$ cat src/rtl/adc_edge_trigger.sv
`default_nettype none
// ============================================================================
// Module   : adc_edge_trigger
// Purpose  : Edge-triggered capture of a signed ADC sample stream into one
//            fixed-length AXI4-Stream packet terminated by TLAST.
// Revision : 1.0 - initial release
// ============================================================================
module adc_edge_trigger #(
    parameter int CAPTURE_LEN = 1024
) (
    input  logic       aclk,
    input  logic       aresetn,
    input  logic [7:0] s_axis_tdata,
    input  logic       s_axis_tvalid,
    output logic       s_axis_tready,
    input  logic       s_axis_tlast,
    output logic [7:0] m_axis_tdata,
    output logic       m_axis_tvalid,
    input  logic       m_axis_tready,
    output logic       m_axis_tlast,
    input  logic       arm,
    input  logic       disarm,
    input  logic       force_trig,
    input  logic       continuous,
    input  logic       trig_edge,
    input  logic [7:0] trig_level,
    output logic [1:0] state,
    output logic       trig_pulse
);

    typedef enum logic [1:0] {
        ST_IDLE    = 2'd0,
        ST_ARMED   = 2'd1,
        ST_CAPTURE = 2'd2,
        ST_DRAIN   = 2'd3
    } state_t;

    localparam logic [15:0] LEN = 16'(CAPTURE_LEN);

    state_t             cur_state;
    state_t             nxt_state;
    logic               enter_armed;

    logic               edge_sel;
    logic signed [7:0]  level;
    logic signed [7:0]  prev;
    logic               prev_ok;
    logic [15:0]        count;

    logic signed [7:0]  cur;
    logic [15:0]        count_inc;
    logic               s_hs;
    logic               m_hs;
    logic               crossing;
    logic               trig;
    logic               load;
    logic               load_last;

    // Upstream framing has no meaning for trigger framing.
    logic               unused_tlast;
    assign unused_tlast = s_axis_tlast;

    assign cur       = $signed(s_axis_tdata);
    assign count_inc = count + 16'd1;

    assign s_axis_tready = (cur_state == ST_ARMED) ||
                           ((cur_state == ST_CAPTURE) && (!m_axis_tvalid || m_axis_tready));
    assign s_hs = s_axis_tvalid && s_axis_tready;
    assign m_hs = m_axis_tvalid && m_axis_tready;

    assign crossing = prev_ok && (edge_sel ? ((prev > level) && (cur <= level))
                                           : ((prev < level) && (cur >= level)));
    // disarm wins over a trigger arriving in the same cycle.
    assign trig      = (cur_state == ST_ARMED) && s_hs && !disarm && (force_trig || crossing);
    assign load      = trig || ((cur_state == ST_CAPTURE) && s_hs);
    assign load_last = trig ? (LEN == 16'd1) : (count_inc == LEN);

    assign state = cur_state;

    always_ff @(posedge aclk) begin
        if (!aresetn) begin
            cur_state <= ST_IDLE;
        end else begin
            cur_state <= nxt_state;
        end
    end

    always_comb begin
        nxt_state   = cur_state;
        enter_armed = 1'b0;
        case (cur_state)
            ST_IDLE: begin
                if (arm) begin
                    nxt_state   = ST_ARMED;
                    enter_armed = 1'b1;
                end
            end
            ST_ARMED: begin
                if (disarm) begin
                    nxt_state = ST_IDLE;
                end else if (trig) begin
                    nxt_state = (LEN == 16'd1) ? ST_DRAIN : ST_CAPTURE;
                end
            end
            ST_CAPTURE: begin
                if (s_hs && (count_inc == LEN)) begin
                    nxt_state = ST_DRAIN;
                end
            end
            ST_DRAIN: begin
                if (m_hs && m_axis_tlast) begin
                    if (continuous) begin
                        nxt_state   = ST_ARMED;
                        enter_armed = 1'b1;
                    end else begin
                        nxt_state = ST_IDLE;
                    end
                end
            end
            default: nxt_state = ST_IDLE;
        endcase
    end

    always_ff @(posedge aclk) begin
        if (!aresetn) begin
            edge_sel      <= 1'b0;
            level         <= 8'sd0;
            prev          <= 8'sd0;
            prev_ok       <= 1'b0;
            count         <= 16'd0;
            trig_pulse    <= 1'b0;
            m_axis_tvalid <= 1'b0;
            m_axis_tdata  <= 8'd0;
            m_axis_tlast  <= 1'b0;
        end else begin
            trig_pulse <= trig;

            // Config is sampled only when (re)entering ARMED.
            if (enter_armed) begin
                edge_sel <= trig_edge;
                level    <= $signed(trig_level);
                prev_ok  <= 1'b0;
            end else if ((cur_state == ST_ARMED) && s_hs) begin
                prev    <= cur;
                prev_ok <= 1'b1;
            end

            if (trig) begin
                count <= 16'd1;
            end else if ((cur_state == ST_CAPTURE) && s_hs) begin
                count <= count_inc;
            end

            if (load) begin
                m_axis_tvalid <= 1'b1;
                m_axis_tdata  <= s_axis_tdata;
                m_axis_tlast  <= load_last;
            end else if (m_hs) begin
                m_axis_tvalid <= 1'b0;
                m_axis_tlast  <= 1'b0;
            end
        end
    end

endmodule
`default_nettype wire

$ cat config.mk
export PLATFORM = sky130hd
export DESIGN_NAME = adc_edge_trigger
export DESIGN_NICKNAME = d
export VERILOG_FILES = /design/src/rtl/adc_edge_trigger.sv
export SDC_FILE = /design/constraint.sdc
export NUM_CORES = 1
export LEC_CHECK = 0
export ABC_AREA = 1
export CAP_MARGIN = 0
export CORE_MARGIN = 10
export CORE_UTILIZATION = 49
export DETAILED_ROUTE_END_ITERATION = 8
export GPL_ROUTABILITY_DRIVEN = 0
export PLACE_DENSITY = 0.82
export SYNTH_ARGS = -nofsm -noshare
export SYNTH_HDL_FRONTEND = slang
export SYNTH_SLANG_ARGS = --single-unit
$ cat constraint.sdc
create_clock -name aclk -period 2.3 [get_ports aclk]
set_clock_uncertainty 0.15 [all_clocks]
set_input_delay 0.575 -clock aclk [delete_from_list [all_inputs] [get_ports aclk]]
set_output_delay 0.575 -clock aclk [all_outputs]
set_load 0.01 [all_outputs]
==> results of run 1 <==
critical path, cell delays in order, from the launching register on:
cell and delay, ps:
dfxtp_1 400, ha_4 230, a21oi_2 170, nor2_1 80, nor2_1 150, nand2_1 70
nand2_1 70, nand2_2 60, nor2_2 100, nand2_1 50, nand2_1 80, nand3_2 90
nand2_2 80, nand2_4 90, nand2_4 120, buf_6 140, o21ai_2 60, nor2_1 120
cell usage after synthesis (all sizes together):
cell,instances,share of area
nand3,19,0.041
a21o,2,0.0055
clkbuf,6,0.0082
dfxtp,47,0.34
xor2,6,0.022
ha,23,0.10
nor2,78,0.11
nand2,82,0.12
a211oi,11,0.030
nand3b,2,0.0055
and3,1,0.0023
o21ai,35,0.064
buf,2,0.0037
nor3,3,0.0055
inv,48,0.066
nand4,7,0.018
a21oi,22,0.044
xnor2,1,0.0032
per-stage QoR:
stage	setup TNS [ps]	setup WS, ps	hold slack [ps]	utilization
3_5_place_dp	-18300	-669	328	0.625
3_3_place_gp	-15470	-558	312	0.625
4_1_cts	0	2.75	341	0.673
5_1_grt	-2400	-175	371	0.701
6_report	-519	-72.3	339	0.701
2_1_floorplan	0	8.99	294	-
report_power, final:
group          switching (mW)  internal, mW  leakage, nW
combinational            1.03         0.804         1.25
clock                   0.284         0.214       0.0422
sequential              0.124         0.979        0.384
total                    1.43          2.00         1.68
repair_timing:
action | CTS | global route
resized for setup | 40 | 60
gates cloned | 1 | 0
endpoints found under the setup margin | 30 | 31
pin swaps | 19 | 32
buffers inserted | 5 | 3
cell type report:
cell class	count	area, um^2
multi-input cells	293	1880
fillers	429	1640
flip-flops and latches	47	946
repair buffers	73	649
inverters	48	188
well taps	72	90.1
clock buffers	7	76.3
clock inverters	1	5.00
worst min-delay path by stage:
stage	cells past startpoint	endpoint	from
5_1_grt	2	level[6]	level[6]
3_3_place_gp	2	edge_sel	edge_sel
2_1_floorplan	2	edge_sel	edge_sel
3_5_place_dp	2	edge_sel	edge_sel
6_report	2	level[6]	level[6]
4_1_cts	2	edge_sel	edge_sel
metal layers:
layer	track usage	wire length (um)	up-vias
li1	-	-	1423
met1	0.187	3100	1361
met2	0.350	4480	79
met3	0.0412	372	17
met4	0.0723	136	0
met5	0	0	-
cell families after synthesis:
logic type | after synthesis | synth area share
AOI/OAI and AO/OA | 70 | 0.144
xor gates and xnor gates | 7 | 0.0251
adders and majority gates | 23 | 0.105
buffers and inverters | 56 | 0.0776
DFF | 47 | 0.343
and+or+nand+nor | 192 | 0.305
sequential cells by signal (all words and copies together) (netlist names), 8 cells and up, named ones only:
| name | flops |
|---|---|
| count | 16 |
| prev | 8 |
| level | 8 |
| m_axis_tdata | 8 |
==> flow_summary.json, run 1 <==
{
  "violations": "setup timing",
  "hp-class": "reg2reg",
  "worstReg2RegStart": "prev[5]",
  "finalSetupViolations": 13,
  "status": "finished with violations",
  "most-common-layout-cells": "nand2_1 (69), nor2_1 (69), dfxtp_1 (43)",
  "powerDensity_mw_per_mm2": 894,
  "synth_nets": 444,
  "antenna-diode-count": 0,
  "synth_seq_cells": 47,
  "critPathKind": "reg2reg",
  "design_area_mm2": 0.00384,
  "place_area_mm2": 0.00342,
  "max_freq_ghz": 0.422,
  "ctsRootBufferMaster": "clkbuf_8",
  "tightest_slew_ps": 511,
  "first_global_vias": 3090,
  "ys_types": 29,
  "grt_pass1_wl_mm": 13.5,
  "routed_via_density": 5.32,
  "drc": 0,
  "ys.warnings.count": 0,
  "r2r_end": "m_axis_tdata[6]",
  "crit_fanout": 6,
  "start_util": 0.501,
  "antenna_found_initial": 0,
  "cts_tree": "built",
  "hold_buffers": 0,
  "wirelength_mm": 8.09,
  "die_x_um": 94.8,
  "max-clock-path-buffers": 2,
  "grtUsageTotal": 0.183,
  "final-hold-violation-count": 0,
  "cts_made_buffers": 5,
  "worstPathRequired_ps": 2390,
  "rsz0062_at_grt": "yes",
  "vias": 2880,
  "dp.cells": 525,
  "dpl.hpwl_mm": 5.53,
  "htree_levels": 2,
  "grt_max_degree": 24,
  "clock_sinks": 47,
  "finalCriticalPeriod_ps": 2370,
  "synth-seq-area-share": 0.343,
  "clk_pin_slew_ps": 90,
  "syn_area_mm2": 0.00274,
  "fin_cells": 541,
  "area_growth_pct": 39.9,
  "antenna_left": 0,
  "rrSetupSlack_ps": -70,
  "worstRegToRegCells": 17,
  "setup_ws_ps": -72.3,
  "avgSynthCellArea_um2": 6.94,
  "critPathCapture": "m_axis_tdata[6]",
  "power_mw": 3.43,
  "grt-ovfl-total": 0,
  "core_area_mm2": 0.00547,
  "syn_inst": 395,
  "drtIter0Drc": 118,
  "cp.arrival_ps": 2460,
  "p_leak_nw": 1.68,
  "peakVddDrop_v": 0.000603,
  "period_share": 1.03,
  "startpoint": "prev[5]",
  "io_pins": 40,
  "numPortBuffers": 38,
  "cp-start-kind": "flip-flop",
  "insertion_delay_ps": 310,
  "cp-end-kind": "flip-flop",
  "slew_viol_final": 0,
  "drv_cap": 0,
  "drive_above_1_share": 0.264,
  "rows": 27,
  "slew_headroom": 0.658,
  "die_h_um": 94.8,
  "dr.pass1.iters": 4,
  "die_area_mm2": 0.00899,
  "nNetsFinal": 517,
  "wire_per_inst_um": 15.0
}
No activity file was read; power rests on OpenSTA's default activity.
==> inputs of run 2 (changes only) <==
--- a/config.mk
+++ b/config.mk
@@ -8,10 +8,11 @@
 export ABC_AREA = 1
 export CAP_MARGIN = 0
 export CORE_MARGIN = 10
-export CORE_UTILIZATION = 49
+export CORE_UTILIZATION = 57
 export DETAILED_ROUTE_END_ITERATION = 8
+export DONT_BUFFER_PORTS = 1
 export GPL_ROUTABILITY_DRIVEN = 0
-export PLACE_DENSITY = 0.82
+export PLACE_DENSITY = 0.81
 export SYNTH_ARGS = -nofsm -noshare
 export SYNTH_HDL_FRONTEND = slang
 export SYNTH_SLANG_ARGS = --single-unit
==> run 2 against run 1 <==
  * Global-route usage fell by 1.3 points
  * Count of clock-buffer cells in the layout fell by 2
  * Non-clock buffer count fell by 54
  * Fmax rose by 6.8%
  * Power fell by 5.0%
  * Combinational power fell by 10%
  * Largest cell class unchanged
  * Cell area fell by 14%
  * Critical path depth rose by 3
  * Sequential power barely moved
  * The flow now finishes without violations
  * Hold slack got worse by 120 ps
==> flow_summary.json, run 2 (same netlist as run 1, synthesis figures left out) <==
{
  "tightest_slew_ps": 430,
  "peakVddDrop_v": 0.000796,
  "min-delay-start": "aresetn",
  "worstPathRequired_ps": 2390,
  "antenna_left": 0,
  "drtIter0Drc": 86,
  "worstRegToRegCells": 20,
  "routed_via_density": 5.44,
  "cp.arrival_ps": 2310,
  "clk_pin_slew_ps": 90,
  "setup_tns_ps": 0,
  "cp-start-kind": "flip-flop",
  "regMostFlops": "count",
  "cts_tree": "built",
  "die_area_mm2": 0.00798,
  "worst_hold_path.endpoint": "m_axis_tdata[5]",
  "wirelength_mm": 6.69,
  "start_util": 0.584,
  "max_freq_ghz": 0.450,
  "drc": 0,
  "slew_viol_final": 0,
  "hp-class": "in2reg",
  "numPortBuffers": 0,
  "slew_headroom": 0.711,
  "rrSetupSlack_ps": 80,
  "drive_above_1_share": 0.263,
  "vias": 2548,
  "antenna_found_initial": 0,
  "io_pins": 40,
  "nNetsFinal": 462,
  "most-common-layout-cells": "nand2_1 (65), nor2_1 (64), dfxtp_1 (39)",
  "hold_buffers": 0,
  "p_leak_nw": 1.44,
  "antenna-diode-count": 0,
  "grtUsageTotal": 0.170,
  "htree_levels": 2,
  "status": "complete, no violations",
  "grt_max_degree": 31,
  "n_fill_cell": 371,
  "grt_pass1_wl_mm": 10.8,
  "cp-end-kind": "flip-flop",
  "powerDensity_mw_per_mm2": 986,
  "period_share": 0.966,
  "max-clock-path-buffers": 2,
  "area_growth_pct": 20.6,
  "drv_cap": 0,
  "die_h_um": 89.4,
  "final_common_cell": "nand2_1",
  "final-hold-violation-count": 0,
  "crit_fanout": 5,
  "finalSetupViolations": 0,
  "ctsRootBufferMaster": "clkbuf_8",
  "largest_reg_flops": 16,
  "core_area_mm2": 0.00469,
  "rows": 25,
  "holdPathStages": 2,
  "grt-ovfl-total": 0,
  "die_x_um": 89.4,
  "dpl.hpwl_mm": 4.75,
  "dr.pass1.iters": 4,
  "clock_sinks": 47,
  "worstReg2RegStart": "level[3]",
  "rsz0062_at_grt": "yes",
  "finalCriticalPeriod_ps": 2220,
  "holdWs_ps": 221,
  "insertion_delay_ps": 300,
  "cts_made_buffers": 5,
  "wire_per_inst_um": 14.3,
  "critPathKind": "reg2reg",
  "r2r_end": "m_axis_tdata[0]",
  "first_global_vias": 2536
}
[run 2: cell count changes in the layout (fill, tap and decap cells not counted), sizes merged]
cell	change
nand2	-1
clkdlybuf4s50	-29
clkinv	+2
buf	-18
clkdlybuf4s15	-1
clkbuf	-8
[run 2: final cells by class]
| class | instances | area, um^2 | area share |
|---|---|---|---|
| well taps | 54 | 67.6 | 0.0204 |
| multi-input cells | 292 | 1860 | 0.564 |
| clock buffers | 5 | 68.8 | 0.0208 |
| clock inverters | 3 | 15.0 | 0.00454 |
| inverters | 48 | 190 | 0.0575 |
| repair buffers | 19 | 150 | 0.0454 |
| flip-flops and latches | 47 | 951 | 0.288 |
[run 2: per-layer routing]
layer	track usage	routed length, um
met1	0.184	2800
met2	0.311	3520
met3	0.0492	314
met4	0.0506	53
met5	0	0
[run 2: per-stage QoR]
stage | worst slack [ps] | instances | instance area, um^2 | utilization | total power, mW
global placement | -162 | 458 | 2920 | 0.623 | 2.31
finish | 79.3 | 468 | 3310 | 0.705 | 3.26
detailed placement | -195 | 458 | 2920 | 0.623 | 2.36
floorplan | 8.99 | 395 | 2770 | - | 2.01
CTS | 4.45 | 466 | 3030 | 0.646 | 2.89
global route | -145 | 468 | 3310 | 0.705 | 3.53
[run 2: worst max-delay path, stage by stage, from the launching register on]
cell     delay (ps)
dfxtp_2         350
inv_4            50
ha_4            250
nand2_2          70
inv_1            40
nand2_1          50
nand2_1          50
nand2_1          70
nand2_1          60
nand2_1          70
nand2_2          60
nor2_2           90
nand2_1          60
nand2_1          70
nand3_2          70
nand2_2          90
nand2_4          90
nand2_4         130
buf_6           130
o21ai_2          50
a21oi_1         100
[run 2: power by group]
part	leakage [nW]	switching (mW)	internal [mW]
Clock	0.0477	0.295	0.209
Sequential	0.385	0.134	0.984
Combinational	1.00	0.938	0.700
Total	1.44	1.37	1.89
[run 2: how the worst max path moves through the flow]
| stage | start | to | slack, ps | cells past startpoint |
|---|---|---|---|---|
| 2_1_floorplan | s_axis_tdata[5] | m_axis_tvalid | 9 | 16 |
| 3_3_place_gp | s_axis_tdata[5] | m_axis_tlast | -160 | 16 |
| 3_5_place_dp | s_axis_tdata[5] | m_axis_tlast | -190 | 16 |
| 4_1_cts | level[7] | count[14] | 4 | 16 |
| 5_1_grt | level[3] | m_axis_tlast | -150 | 20 |
| 6_report | level[3] | m_axis_tdata[0] | 80 | 20 |
[run 2: repair_timing]
action | in CTS | in global routing
setup buffers | 0 | 2
hold endpoints to repair | 0 | 0
pin swaps | 0 | 18
setup endpoints to repair | 28 | 29
resized for setup | 5 | 70
==> inputs of run 3 (changes only) <==
--- a/config.mk
+++ b/config.mk
@@ -5,8 +5,6 @@
 export SDC_FILE = /design/constraint.sdc
 export NUM_CORES = 1
 export LEC_CHECK = 0
-export ABC_AREA = 1
-export CAP_MARGIN = 0
 export CORE_MARGIN = 10
 export CORE_UTILIZATION = 57
 export DETAILED_ROUTE_END_ITERATION = 8
==> run 3 against run 2 <==
  * The flow now finishes with violations (setup timing)
  * Largest cell class unchanged
  * Routed wire length grew 16%
  * Combinational power fell by 67%
  * Via count fell by 1.9%
  * Critical path type unchanged
  * Die area shrank 0.99%
  * Cell area is 10% higher
  * Clock power is 2% higher
  * Count of clock-buffer cells in the layout up 1
  * Worst setup slack lost 340 ps
  * Fmax shrank 13%
  * Synthesized cell count decreased by 21%
  * Critical path depth decreased by 9
  * Non-clock buffer count rose by 36
==> flow_summary.json, run 3 <==
{
  "syn_inst": 312,
  "clk_pin_slew_ps": 80,
  "htree_levels": 2,
  "ctsRootBufferMaster": "clkbuf_8",
  "antenna_left": 0,
  "drc": 0,
  "max_stage_delay_ps": 400,
  "critPathMostFrequentCell": "buf_4",
  "ys_types": 49,
  "start_util": 0.581,
  "dpl.hpwl_mm": 5.11,
  "routed_via_density": 6.01,
  "vias": 2500,
  "place_ws_ps": -336,
  "hp-class": "in2reg",
  "grt-ovfl-total": 0,
  "clock_sinks": 47,
  "finalCriticalPeriod_ps": 2560,
  "tightest_slew_ps": 463,
  "regMostFlops": "count",
  "drive_above_1_share": 0.337,
  "powerDensity_mw_per_mm2": 529,
  "status": "finished with violations",
  "slew_viol_final": 0,
  "most-common-layout-cells": "buf_4 (49), nor2_1 (43), dfxtp_1 (38)",
  "cp.arrival_ps": 2630,
  "yosys-top-cells-area": "dfxtp_1 (35%), ha_1 (11%), mux2i_1 (9.6%), nor2_1 (6.0%), nand2_1 (4.7%)",
  "slew_headroom": 0.691,
  "nNetsFinal": 411,
  "crit_fanout": 3,
  "grt_pass1_wl_mm": 12.4,
  "synth_top_area_share": 0.348,
  "final-hold-violation-count": 0,
  "cts_tree": "built",
  "dr.pass1.iters": 4,
  "die_x_um": 88.9,
  "synth-edff-count": 0,
  "worstPathRequired_ps": 2370,
  "avgSynthCellArea_um2": 8.67,
  "worstRegToRegCells": 11,
  "cts_made_buffers": 5,
  "finalSetupViolations": 29,
  "antenna-diode-count": 0,
  "synth_top_area_cell": "dfxtp_1",
  "area_growth_pct": 34.4,
  "cp-start-kind": "flip-flop",
  "synth-seq-area-share": 0.348,
  "wirelength_mm": 7.76,
  "first_global_vias": 2528,
  "core_area_mm2": 0.00466,
  "syn_area_mm2": 0.00271,
  "period_share": 1.11,
  "drtIter0Drc": 169,
  "cp-end-kind": "flip-flop",
  "critPathKind": "reg2reg",
  "io_pins": 40,
  "largest_reg_flops": 16,
  "setup_tns_ps": -4670,
  "holdPathStages": 2,
  "dp.cells": 400,
  "antenna_found_initial": 0,
  "die_area_mm2": 0.00790,
  "hold_buffers": 0,
  "numPortBuffers": 0,
  "peakVddDrop_v": 0.000388,
  "violations": "setup timing",
  "max-clock-path-buffers": 2,
  "setup_ws_ps": -257,
  "final_common_cell": "buf_4",
  "fin_cells": 416,
  "insertion_delay_ps": 310,
  "ys_async_sr_fraction": 0,
  "ys_top_cells_by_count": "dfxtp_1 (47), nor2_1 (43), nand2_1 (34)",
  "max_freq_ghz": 0.391,
  "cp_slowest_cell": "or3_4",
  "ys.warnings.count": 0,
  "rsz0062_at_grt": "yes",
  "die_h_um": 88.9,
  "grtUsageTotal": 0.201,
  "synth.most_common_cell": "dfxtp_1",
  "synth_nets": 361,
  "p_leak_nw": 1.50,
  "rows": 25,
  "grt_max_degree": 20,
  "drv_cap": 0,
  "ys.flop_type": "dfxtp_1",
  "synth_seq_cells": 47,
  "path_cells": "inv_2, buf_6, ha_4, a21oi_2, o211ai_1, nor2b_1, or3_4, buf_4, o221a_4, buf_4, nor2_1",
  "wire_per_inst_um": 18.7
}
-- run 3: cell count changes after synthesis, sizes merged, moves of 6 or more --
cell | previous run | this run
a211oi | 11 | 2
a21oi | 22 | 11
inv | 48 | 16
mux2i | 0 | 26
nand2 | 82 | 35
nand2b | 0 | 6
nand3 | 19 | 8
nor2 | 78 | 44
o21ai | 35 | 3
xnor2 | 1 | 11
-- run 3: power breakdown --
group | total (mW) | internal, mW | leakage [nW] | switching, mW
logic | 0.534 | 0.270 | 1.07 | 0.263
registers | 0.879 | 0.849 | 0.385 | 0.0299
clock network | 0.512 | 0.236 | 0.0470 | 0.276
-- run 3: kinds of logic after synthesis --
kind of cell             share of synthesized area
XOR/XNOR                                    0.0615
flip-flops                                   0.348
buffers and inverters                       0.0416
multiplexers                                0.0962
AND/OR/NAND/NOR                              0.237
AO/OA/AOI/OAI                                0.110
adder cells (fa/ha/maj)                      0.106
-- run 3: critical path, delay by kind of cell, from the launching register on --
family	cells	cell delay [ps]
simple gates	3	700
compound gates	3	560
buf+inv	4	470
flops	1	350
fa+ha+maj	1	240
-- run 3: final timing paths --
kind / start / to / slack (ps)
worst max register to register: level[5] / trig_pulse / -260
worst min-delay path: s_axis_tdata[6] / m_axis_tdata[6] / 250
worst max-delay path: level[5] / trig_pulse / -260
worst min register to register: m_axis_tdata[2] / m_axis_tdata[2] / 360
-- run 3: final cells by class --
cell class	instances	area, um^2
multi-input combinational	237	2000
fill	283	1020
sequential	47	952
timing repair buffer	55	467
clock buffer	6	82.6
tap	54	67.6
inverter	16	60.1
clock inverter	1	5.00
-- run 3: per-stage QoR --
| step | util | area, um^2 | hold WS (ps) | total power [mW] |
|---|---|---|---|---|
| finish | 0.780 | 3640 | 255 | 1.92 |
| global route | 0.780 | 3640 | 255 | 2.01 |
| CTS | 0.774 | 3610 | 250 | 1.91 |
| detailed placement | 0.698 | 3250 | 342 | 1.30 |
| global placement | 0.698 | 3250 | 325 | 1.28 |
| floorplan | - | 2880 | 310 | 1.17 |
-- run 3: what timing repair did --
action,4_1_cts,5_1_grt
pin swaps,29,8
buffers inserted,6,1
gates cloned,2,0
endpoints found under the setup margin,29,29
gates resized for setup,37,5
-- run 3: routing by layer --
metal	vias up	GRT usage	routed length (um)	share of wire
met1	1191	0.234	3120	0.40
met3	20	0.0638	627	0.081
met5	-	0	0	0
met4	0	0.0778	184	0.024
met2	92	0.336	3830	0.49
li1	1197	-	-	-
